File: src/rtl/seg7_pkg.sv
// seg7_pkg: definitions shared by the seven-segment scan driver and the
// upstream binary-to-segment decode stage.
//   scan_state_t : scan phase within a digit slot (BLANK guard, SHOW lit)
//   SEG_W        : width of one digit's segment pattern
//   SEG_BLANK    : all-segments-off pattern
//   SEG_DIGIT    : hex digit patterns, bit order {a,b,c,d,e,f,g,dp}, 1 = lit
package seg7_pkg;

    typedef enum logic [0:0] {
        BLANK = 1'b0,
        SHOW  = 1'b1
    } scan_state_t;

    localparam int SEG_W = 8;

    localparam logic [SEG_W-1:0] SEG_BLANK = 8'h00;

    localparam logic [SEG_W-1:0] SEG_DIGIT [16] = '{
        8'hFC, 8'h60, 8'hDA, 8'hF2, 8'h66, 8'hB6, 8'hBE, 8'hE0,
        8'hFE, 8'hF6, 8'hEE, 8'h3E, 8'h9C, 8'h7A, 8'h9E, 8'h8E
    };

    function automatic logic [SEG_W-1:0] seg_digit(input logic [3:0] i_val);
        return SEG_DIGIT[i_val];
    endfunction

endpackage

File: src/rtl/seg7_scan_driver_timer.sv
// seg7_refresh_timer: free-running slot counter for the scan driver.
//   i_clk              : clock, rising edge
//   i_rst              : synchronous active-high reset, counter to 0
//   o_blank_end        : count is on the last blanking cycle of the slot
//   o_slot_end         : count is on the last cycle of the slot
//   o_slot_end_early   : count is one cycle before the last cycle of the slot
// Counts 0 .. DIV-1 and wraps.
module seg7_refresh_timer
    import seg7_pkg::*;
#(
    parameter int DIV       = 50000,
    parameter int BLANK_CYC = 16
) (
    input  logic i_clk,
    input  logic i_rst,
    output logic o_blank_end,
    output logic o_slot_end,
    output logic o_slot_end_early
);

    localparam int CW = (DIV > 1) ? $clog2(DIV) : 1;

    logic [CW-1:0] r_cnt;

    always_ff @(posedge i_clk) begin
        if (i_rst) begin
            r_cnt <= '0;
        end else if (r_cnt == CW'(DIV - 1)) begin
            r_cnt <= '0;
        end else begin
            r_cnt <= r_cnt + CW'(1);
        end
    end

    assign o_blank_end      = (r_cnt == CW'(BLANK_CYC - 1));
    assign o_slot_end       = (r_cnt == CW'(DIV - 1));
    // Lets the parent register outputs that must line up with the slot end.
    assign o_slot_end_early = (r_cnt == CW'(DIV - 2));

endmodule

File: src/rtl/seg7_scan_driver.sv
// seg7_scan_driver: time-multiplexed seven-segment display driver.
//   Clk       : clock, rising edge
//   Rst       : synchronous active-high reset
//   SegIn     : per-digit patterns, digit k at SegIn[8k+7:8k]
//   LoadValid : SegIn valid
//   LoadReady : pending buffer empty (registered, no path from LoadValid)
//   SegOut    : shared segment bus, active-high
//   DigEn     : one-hot digit enable, all-zero while blanking
//   FrameTick : pulse on the last cycle of the last digit
// Loads land in a pending buffer and are copied to the active buffer only at
// the frame boundary, so a frame never mixes old and new patterns.
//
// state | meaning
// BLANK | guard interval at slot start, all digits off
// SHOW  | digit dig_idx driven with its active pattern
module seg7_scan_driver
    import seg7_pkg::*;
#(
    parameter int NUM_DIG   = 4,
    parameter int DIV       = 50000,
    parameter int BLANK_CYC = 16
) (
    input  logic                     Clk,
    input  logic                     Rst,
    input  logic [SEG_W*NUM_DIG-1:0] SegIn,
    input  logic                     LoadValid,
    output logic                     LoadReady,
    output logic [SEG_W-1:0]         SegOut,
    output logic [NUM_DIG-1:0]       DigEn,
    output logic                     FrameTick
);

    localparam int DW = (NUM_DIG > 1) ? $clog2(NUM_DIG) : 1;
    localparam logic [DW-1:0] LAST_DIG = DW'(NUM_DIG - 1);

    logic [SEG_W*NUM_DIG-1:0] r_active;
    logic [SEG_W*NUM_DIG-1:0] r_pending;
    logic                     r_pend_full;
    logic [DW-1:0]            r_dig_idx;
    scan_state_t              r_state;
    logic [SEG_W-1:0]         r_seg_out;
    logic [NUM_DIG-1:0]       r_dig_en;
    logic                     r_frame_tick;

    logic                     w_blank_end;
    logic                     w_slot_end;
    logic                     w_slot_end_early;
    scan_state_t              w_state_nxt;
    logic [DW-1:0]            w_dig_nxt;
    logic                     w_frame_end;
    logic                     w_load_acc;
    logic                     w_tick_nxt;

    seg7_refresh_timer #(
        .DIV       (DIV),
        .BLANK_CYC (BLANK_CYC)
    ) u_timer (
        .i_clk            (Clk),
        .i_rst            (Rst),
        .o_blank_end      (w_blank_end),
        .o_slot_end       (w_slot_end),
        .o_slot_end_early (w_slot_end_early)
    );

    always_comb begin
        w_state_nxt = r_state;
        w_dig_nxt   = r_dig_idx;
        case (r_state)
            BLANK: begin
                if (w_blank_end) begin
                    w_state_nxt = SHOW;
                end
            end
            SHOW: begin
                if (w_slot_end) begin
                    w_state_nxt = BLANK;
                    w_dig_nxt   = (r_dig_idx == LAST_DIG) ? '0 : r_dig_idx + DW'(1);
                end
            end
            default: begin
                w_state_nxt = BLANK;
            end
        endcase
    end

    assign w_frame_end = (r_state == SHOW) && w_slot_end && (r_dig_idx == LAST_DIG);
    assign w_load_acc  = LoadValid && !r_pend_full;

    // Outputs are registered from the next state so they line up with it.
    assign w_tick_nxt  = (w_state_nxt == SHOW) && w_slot_end_early && (w_dig_nxt == LAST_DIG);

    always_ff @(posedge Clk) begin
        if (Rst) begin
            r_active     <= '0;
            r_pending    <= '0;
            r_pend_full  <= 1'b0;
            r_dig_idx    <= '0;
            r_state      <= BLANK;
            r_seg_out    <= SEG_BLANK;
            r_dig_en     <= '0;
            r_frame_tick <= 1'b0;
        end else begin
            r_state   <= w_state_nxt;
            r_dig_idx <= w_dig_nxt;

            // Accept and frame-boundary copy are exclusive: accept needs an
            // empty buffer, the copy needs a full one.
            if (w_load_acc) begin
                r_pending   <= SegIn;
                r_pend_full <= 1'b1;
            end else if (w_frame_end && r_pend_full) begin
                r_active    <= r_pending;
                r_pend_full <= 1'b0;
            end

            if (w_state_nxt == SHOW) begin
                r_dig_en  <= NUM_DIG'(1) << w_dig_nxt;
                r_seg_out <= r_active[int'(w_dig_nxt)*SEG_W +: SEG_W];
            end else begin
                r_dig_en  <= '0;
                r_seg_out <= SEG_BLANK;
            end

            r_frame_tick <= w_tick_nxt;
        end
    end

    assign LoadReady = !r_pend_full;
    assign SegOut    = r_seg_out;
    assign DigEn     = r_dig_en;
    assign FrameTick = r_frame_tick;

endmodule

File: config.mk
export PLATFORM = sky130hd
export DESIGN_NAME = seg7_scan_driver
export DESIGN_NICKNAME = d
export VERILOG_FILES = /design/src/rtl/seg7_pkg.sv /design/src/rtl/seg7_scan_driver_timer.sv /design/src/rtl/seg7_scan_driver.sv
export SDC_FILE = /design/constraint.sdc
export NUM_CORES = 1
export LEC_CHECK = 0
export ABC_AREA = 1
export CORE_ASPECT_RATIO = 1.75
export CORE_MARGIN = 10
export CORE_UTILIZATION = 40
export DETAILED_ROUTE_END_ITERATION = 12
export PLACE_DENSITY_LB_ADDON = 0.3
export SYNTH_ARGS = -nofsm -noshare
export SYNTH_HDL_FRONTEND = slang
export SYNTH_SLANG_ARGS = --single-unit
File: constraint.sdc
create_clock -name Clk -period 2.73 [get_ports Clk]
set_input_delay 0.546 -clock Clk [delete_from_list [all_inputs] [get_ports Clk]]
set_output_delay 0.546 -clock Clk [all_outputs]
set_load 0.02 [all_outputs]
**Word-level counts from Yosys, hierarchy flattened**

Index checks and enable logic that the tools add are counted.

- Memory bits (writable): 0
- Output and inout bits: 14
- Logic and storage cells: 40
- Bits in registers: 97
- Memory bits (read-only): 0
- Memories kept: 0
- Latch bits: 0

- Div/mod/pow operators: 0
- Equal/unequal tests: 5
- Shifts and indexed selects: 2
- Mux-type cells: 8
- Bitwise gates (word level): 3
- Magnitude comparators: 0
- $add $sub $neg: 2
- Reductions and logical operators: 11
- $mul: 0

Operator list:

| kind | number |
|---|---|
| 16-bit == test (second input constant) | 2 |
| 32-bit by 6-bit variable part select with 8-bit output | 1 |
| 16-bit by 1-bit adder with 16-bit output (second input constant) | 1 |
| 16-bit by 4-bit == test with 1-bit output (second input constant) | 1 |
| 1-bit logical AND | 6 |
| 2-bit 2-to-1 mux | 3 |
| 2-bit == test (second input constant) | 2 |
| 1-bit 2-to-1 mux | 4 |
| 2-bit OR reduction | 2 |
| 1-bit by 2-bit << shifter with 4-bit output (first input constant) | 1 |
| 1-bit inverter | 3 |
| 2-bit by 1-bit adder with 2-bit output (second input constant) | 1 |
| 1-bit case mux with 2 select lines | 1 |
| 2-bit AND reduction | 1 |
| 2-bit nonzero test | 1 |
| 1-bit logical NOT | 1 |

**Depth between registers and ports, before layout**

Gate-level depths: netlist (run 1).

- Word-level depth: 6
- Mapped depth: 12
- Gate-level depth less buffers: 11

**By module**

A second synthesis (run 1) with hierarchy kept.

- Cell total of the unflattened synthesis: 520
- Area, all modules: 3922.5 um^2

By module, submodules not included:

| module | cells an instance | times used | area each (um^2) | seq. area each (um^2) |
|---|---|---|---|---|
| seg7_scan_driver | 393 | 1 | 3071.7 | 1621.6 |
| seg7_refresh_timer | 127 | 1 | 850.8 | 320.3 |

**Least setup slack after synthesis (run 1)**

Ideal clock, no wire load.

- Path kind: register to register
- From: register u_timer.r_cnt[0]
- To: register r_active[0]
- Library setup time: 0.116 ns
- Path buffers: 1
- Clock period less this slack: 1.591 ns
- Arrival time: 1.475 ns
- Cell stages (with the launch flop): 10
- Setup slack: 1.139 ns
- Path through: dfxtp_1 -> ha_1 -> nand3_2 -> nor2_4 -> nand3_4 -> nor2_4 -> inv_2 -> buf_6 -> nor2_1 -> nor2_1

- Word-level cells in the longest chain between the ends: 5

RTL lines:

| what | line | RTL |
|---|---|---|
| from (decl) | seg7_scan_driver_timer.sv:23 | `logic [CW-1:0] r_cnt;` |
| from (signal assigned) | seg7_scan_driver_timer.sv:31 | `r_cnt <= r_cnt + CW'(1);` |
| 16-bit == test | seg7_scan_driver_timer.sv:36 | `assign o_slot_end = (r_cnt == CW'(DIV - 1));` |
| 1-bit logical AND (2 in a row) | seg7_scan_driver.sv:86 | `assign w_frame_end = (r_state == SHOW) && w_slot_end && (r_dig_idx == LAST_DIG);` |
| 1-bit logical AND | seg7_scan_driver.sv:111 | `end else if (w_frame_end && r_pend_full) begin` |
| 2-bit AND reduction (no source line) | n/a |  |
| to (signal assigned) | seg7_scan_driver.sv:112 | `r_active <= r_pending;` |
| to (decl) | seg7_scan_driver.sv:36 | `logic [SEG_W*NUM_DIG-1:0] r_active;` |

Every way passes these cells.
A chain may end at the register's enable or synchronous reset.

**Worst setup path after layout (run 1)**

- From: register u_timer.r_cnt[0]
- To: register r_seg_out[1], in the netlist SegOut[1]

- Word-level cells in the longest chain between the ends: 5
- Elaborated cells between the ends (all ways): 10

RTL lines:

| what | line | RTL |
|---|---|---|
| parallel branches: the longest is 5 deep, another holds 32-bit by 6-bit variable part select with 8-bit output | n/a |  |
| to (signal assigned) | seg7_scan_driver.sv:118 | `r_seg_out <= r_active[int'(w_dig_nxt)*SEG_W +: SEG_W];` |
| to (decl) | seg7_scan_driver.sv:41 | `logic [SEG_W-1:0] r_seg_out;` |

Parallel ways; which one is timed is not known.

==> results.sh, run 1 <==
export IMPL_status="completed"
export IMPL_dr_first_iter_drc_count=173
export IMPL_first_pass_iters=4
export IMPL_m1WireLength_um=3700
export IMPL_nets=605
export IMPL_die_area_um2=14300
export IMPL_placed_area_um2=4460
export IMPL_htreeDepth=3
export IMPL_r2r_end="SegOut[1]"
export IMPL_hold_start="u_timer.r_cnt[0]"
export IMPL_ys_ff_latch=97
export IMPL_async_reset_ff_share_pct=0
export IMPL_hold_end="u_timer.r_cnt[0]"
export IMPL_wl_per_cell_um=12.8
export IMPL_crit_path_top_delay_cell="nand2_2"
export IMPL_ys_seq_area_share_pct=49.4
export IMPL_min_period_over_period_pct=72.6
export IMPL_wl_met3_um=366
export IMPL_cp_top_family="simple AND/OR/NAND/NOR gates"
export IMPL_slew_headroom_pct=62.5
export IMPL_post_cts_buffers=0
export IMPL_root_buffer="clkbuf_16"
export IMPL_worst_skew_pair_late_latency_ns=0.34
export IMPL_die_w_um=94.9
export IMPL_syn_inst=527
export IMPL_min_path_cells=1
export IMPL_netlist_top_cells_area="dfxtp_1 (49%), nor2_1 (15%), o21ai_0 (8.2%)"
export IMPL_critical_path_max_fanout=20
export IMPL_r2r_slack_ns=0.75
export IMPL_tns_ns=0
export IMPL_cp_slowest_stage_delay_ns=0.39
export IMPL_start_util_pct=41.3
export IMPL_placed_cells=678
export IMPL_boundaryPins=49
export IMPL_grt_pass1_wl_um=14900
export IMPL_die_y_um=151
export IMPL_endpoint_kind="flip-flop"
export IMPL_postLayoutCellArea_um2=4780
export IMPL_yosys_warnings=0
export IMPL_pwr_share_clk_pct=44.7
export IMPL_cts_resized=0
export IMPL_finalCriticalPeriod_ns=1.98
export IMPL_crit_type="reg -> reg"
export IMPL_hold_viol=0
export IMPL_crit_arrival_ns=2.22
export IMPL_portBuffers=48
export IMPL_final_util_pct=50.1
export IMPL_cts_sinks=97
export IMPL_avgViaCountPerCell=4.82
export IMPL_drv_cap=0
export IMPL_grt_use_total_pct=12.9
export IMPL_hold_class="reg -> reg"
export IMPL_syn_nets=565
export IMPL_gp_congestion=0.770
export IMPL_fill_cells=971
export IMPL_grt_overflow=0
export IMPL_power_per_cell_area_nw_per_um2=618
export IMPL_synthFlopType="dfxtp_1"
export IMPL_dp_hpwl_um=6430
export IMPL_start_kind="flip-flop"
export IMPL_path_common_cell="nand2_1"
export IMPL_grt_pass1_vias=3252
export IMPL_max_freq_mhz=505
export IMPL_comb_power_share_pct=5.1
export IMPL_synth_area_um2=3930
export IMPL_antenna_found_initial=0
export IMPL_path_depth=8
export IMPL_remaining_drc_errors=0
export IMPL_synth_cell_types=31
export IMPL_clkTransAtPathRegs_ns=0.06
export IMPL_switching_power_uw=618
export IMPL_critical_path_cell_chain="ha_1 -> nand3_2 -> nor2_4 -> nand4_4 -> nand2_2 -> nand2_1 -> nand3_1 -> nand2_1"
export IMPL_clockBufferDepth=2
export IMPL_synth_top_area_share_pct=49.4
export IMPL_vias=3348
export IMPL_drive_gt1_share_pct=6.99
export IMPL_internal_power_mw=2.33
export IMPL_routed_wl_um=8910
export IMPL_switching_share_pct=20.9
export IMPL_path_buf_inv=0
export IMPL_yosysTopAreaCell="dfxtp_1"
export IMPL_r2r_start="u_timer.r_cnt[0]"
export IMPL_area_growth_pct=21.5
export IMPL_max_vdd_ir_drop_mv=0.438
export IMPL_reg2reg_depth=8
export IMPL_setup_viol=0
export IMPL_power_frac_seq_pct=50.2
export IMPL_rsz0062_at_grt="no"
export IMPL_tightest_slew_ns=0.561
export IMPL_regArea_um2=1940
export IMPL_route_top_layer_used="met4"
export IMPL_synth_edf_count=0
export IMPL_leakagePower_nw=2.08
export IMPL_maxSlewViolCount=0
export IMPL_multiInputGateArea_um2=1720
export IMPL_core_um2=9530
export IMPL_cts_buffers=9
export IMPL_layout_cells_non_filler=694
export IMPL_antenna_cells=0
export IMPL_skew_ns=0.00759
export IMPL_syn_area_per_cell_um2=7.46
export IMPL_cts_tree="done"
export IMPL_rows=47
export IMPL_grt_max_degree=41
export IMPL_hold_buffers=0
export IMPL_met2RoutedLength_um=4630
export IMPL_antenna_left=0
export IMPL_cp_required_ns=2.97
-- worst max-delay path by stage --
stage | startpoint | end | slack [ns]
2_1_floorplan | u_timer.r_cnt[0] | r_active[0] | 1.14
3_3_place_gp | Rst | u_timer.r_cnt[13] | 0.77
3_5_place_dp | Rst | u_timer.r_cnt[13] | 0.75
4_1_cts | u_timer.r_cnt[0] | SegOut[5] | 0.75
5_1_grt | u_timer.r_cnt[0] | SegOut[1] | 0.55
6_report | u_timer.r_cnt[0] | SegOut[1] | 0.75
-- stage by stage --
step / total power, mW / worst slack [ns] / hold slack (ns)
after floorplan: 1.59 / 1.14 / 0.430
after global placement: 1.66 / 0.768 / 0.444
after detailed placement: 1.67 / 0.753 / 0.470
after CTS: 2.98 / 0.748 / 0.484
after global routing: 3.06 / 0.545 / 0.493
final: 2.95 / 0.749 / 0.478
-- registers in the layout (all words and copies together) (netlist names) --
| register | cells |
|---|---|
| r_active | 32 |
| r_pending | 32 |
| u_timer.r_cnt | 16 |
| SegOut | 8 |
| DigEn | 4 |
| r_dig_idx | 2 |
| FrameTick | 1 |
| r_pend_full | 1 |
| r_state | 1 |
-- cells by family after synthesis --
group	Yosys count	synth area share, %
flops	97	49.4
buf+inv	59	6.81
simple gates	290	32.5
xor+xnor	3	0.669
compound gates	75	9.68
fa+ha+maj	3	0.955
-- cell type report --
cell class,instances,area share (%)
flip-flops and latches,97,40.7
multi-input cells,371,36.0
repair buffers,53,10.8
inverters,35,2.75
well taps,122,3.20
clock buffers,10,4.79
clock inverters,6,1.73
-- power groups by stage --
stage,sequential (mW),clock [mW],combinational [mW]
2_1_floorplan,1.51,0,0.0831
3_3_place_gp,1.51,0,0.149
3_5_place_dp,1.51,0,0.153
4_1_cts,1.48,1.34,0.154
5_1_grt,1.48,1.40,0.174
6_report,1.48,1.32,0.151
-- layer usage --
| metal | GRT usage, % | up-vias |
|---|---|---|
| met4 | 6.17 | 0 |
| li1 | - | 1743 |
| met5 | 0 | - |
| met3 | 2.82 | 15 |
| met1 | 14.0 | 1532 |
| met2 | 23.0 | 58 |
-- synth_stat cells (2+ instances only) --
cell type	count
dfxtp_1	97
buf_6	3
nor3_1	5
a21oi_1	7
nand3_1	23
nor3b_1	2
o21ai_1	2
nor2_4	5
nor2_1	159
ha_1	3
xor2_1	2
nor2_2	2
buf_4	6
nand2_2	5
inv_2	3
nand2_1	72
inv_1	32
o21ai_0	64
clkbuf_1	13
nand4_1	2
nand3b_1	10
-- placed cells by master, fill, tap and decap left out --
cell	count
a21oi_1	7
buf_4	5
bufinv_16	2
clkbuf_1	1
clkbuf_16	9
clkdlybuf4s50_1	48
clkinv_2	3
clkinvlp_4	1
dfxtp_1	97
ha_1	3
inv_1	32
inv_2	3
nand2_1	72
nand2_2	5
nand2_4	1
nand3_1	23
nand3_2	1
nand3_4	1
nand3b_1	10
nand4_1	2
nand4_4	1
nor2_1	159
nor2_2	2
nor2_4	5
nor3_1	5
nor3b_1	2
o21a_1	1
o21ai_0	64
o21ai_1	2
o21bai_1	1
or2_2	1
xnor2_1	1
xor2_1	2
Power figures use the tool's default switching activity.
==> inputs of run 2 (changes only) <==
==> constraint.sdc (replaced) <==
create_clock -name Clk -period 1.8 [get_ports Clk]
set_input_delay 0.36 -clock Clk [delete_from_list [all_inputs] [get_ports Clk]]
set_output_delay 0.36 -clock Clk [all_outputs]
set_load 0.02 [all_outputs]
==> results.sh, run 2 (synthesized netlist as in run 1, its figures left out) <==
export IMPL_status="completed"
export IMPL_max_freq_mhz=589
export IMPL_rows=47
export IMPL_start_kind="flip-flop"
export IMPL_layout_commonest_cell="nor2_1"
export IMPL_r2r_start="u_timer.r_cnt[1]"
export IMPL_grt_pass1_vias=3253
export IMPL_critical_path_max_fanout=3
export IMPL_placed_area_um2=4620
export IMPL_hold_end="r_pending[31]"
export IMPL_portBuffers=48
export IMPL_finalCriticalPeriod_ns=1.70
export IMPL_vias=3357
export IMPL_die_area_um2=14300
export IMPL_maxSlewViolCount=0
export IMPL_worst_skew_pair_late_latency_ns=0.34
export IMPL_dp_slack_ns=0.0411
export IMPL_antenna_left=0
export IMPL_avgViaCountPerCell=4.73
export IMPL_final_cell_mix="nor2_1 (158), dfxtp_1 (94), nand2_1 (72)"
export IMPL_max_vdd_ir_drop_mv=0.463
export IMPL_largestRegisters="r_active: 32 flops, r_pending: 32 flops, u_timer.r_cnt: 16 flops"
export IMPL_remaining_drc_errors=0
export IMPL_layout_cells_non_filler=710
export IMPL_antenna_cells=0
export IMPL_cts_buffers=9
export IMPL_rsz0062_at_grt="no"
export IMPL_r2r_slack_ns=0.12
export IMPL_grt_max_degree=66
export IMPL_routed_wl_um=8630
export IMPL_setup_viol=0
export IMPL_endpoint_kind="output port"
export IMPL_hold_start="r_pending[31]"
export IMPL_start_util_pct=41.3
export IMPL_root_buffer="clkbuf_16"
export IMPL_boundaryPins=49
export IMPL_core_um2=9530
export IMPL_tightest_slew_ns=0.262
export IMPL_grt_pass1_wl_um=14600
export IMPL_nets=621
export IMPL_r2r_end="r_active[6]"
export IMPL_wl_per_cell_um=12.2
export IMPL_dp_hpwl_um=6410
export IMPL_drive_gt1_share_pct=10.0
export IMPL_power_total_mw=4.34
export IMPL_timing_hold_ws_ns=0.482
export IMPL_hold_viol=0
export IMPL_grt_use_total_pct=12.7
export IMPL_drv_cap=0
export IMPL_area_growth_pct=25.8
export IMPL_grt_overflow=0
export IMPL_gp_congestion=0.792
export IMPL_die_w_um=94.9
export IMPL_crit_type="reg -> out"
export IMPL_tns_ns=0
export IMPL_slew_headroom_pct=82.5
export IMPL_first_pass_iters=4
export IMPL_crit_arrival_ns=1.34
export IMPL_cts_sinks=97
export IMPL_leakagePower_nw=2.17
export IMPL_crit_path_top_delay_cell="clkdlybuf4s50_1"
export IMPL_dr_first_iter_drc_count=261
export IMPL_placed_cells=692
export IMPL_clockBufferDepth=2
export IMPL_htreeDepth=3
export IMPL_min_period_over_period_pct=94.2
export IMPL_cp_slowest_stage_delay_ns=0.60
export IMPL_power_per_cell_area_nw_per_um2=878
export IMPL_cts_tree="done"
export IMPL_critical_path_cell_chain="inv_1 -> clkdlybuf4s50_1"
export IMPL_clkTransAtPathRegs_ns=0.06
export IMPL_skew_ns=0.00471
export IMPL_die_y_um=151
export IMPL_final_util_pct=51.9
export IMPL_reg2reg_depth=9
export IMPL_min_path_cells=2
export IMPL_cp_required_ns=1.44
export IMPL_antenna_found_initial=0
export IMPL_hold_class="reg -> reg"
export IMPL_finalWorstSetupSlack_ns=0.104
export IMPL_postLayoutCellArea_um2=4940
[run 2: metal layers]
metal / GRT usage [%] / vias to the layer above / share of wire, %
met5: 0 / - / 0
met2: 22.7 / 48 / 53
met1: 13.7 / 1512 / 40
met3: 3.17 / 13 / 4.0
met4: 5.11 / 0 / 2.1
li1: - / 1784 / -
[run 2: critical path, delay by kind of cell, from the launching register on]
family                 cells  cell delay, ns
buffers and inverters      2            0.67
flip-flops                 1            0.33
[run 2: final cells by class]
cell class,count,area [µm²]
Clock inverter,3,40.0
Clock buffer,13,250
Fill cell,957,4580
Sequential cell,97,1950
Inverter,35,134
Multi-Input combinational cell,371,1730
Tap cell,122,153
Timing Repair Buffer,69,692
[run 2: how the worst max path moves through the flow]
stage	start	endpoint	cells after the start
final	r_pend_full	LoadReady	2
after global routing	u_timer.r_cnt[6]	r_active[6]	10
after CTS	u_timer.r_cnt[1]	r_active[6]	9
after detailed placement	Rst	SegOut[4]	6
after global placement	u_timer.r_cnt[1]	r_active[18]	9
after floorplan	u_timer.r_cnt[0]	r_active[16]	9
[run 2: power breakdown]
part           total [mW]  internal (mW)  leakage, nW  switching (mW)
combinational       0.240          0.130         1.23           0.110
sequential           2.25           2.21        0.790          0.0351
clock                1.85           1.11        0.144           0.743
total                4.34           3.45         2.17           0.888
[run 2: timing repair]
action | CTS | global route
setup buffers | 0 | 2
hold buffers | 0 | 0
hold endpoints to repair | 0 | 0
gates resized for setup | 0 | 8
setup endpoints to repair | 0 | 30
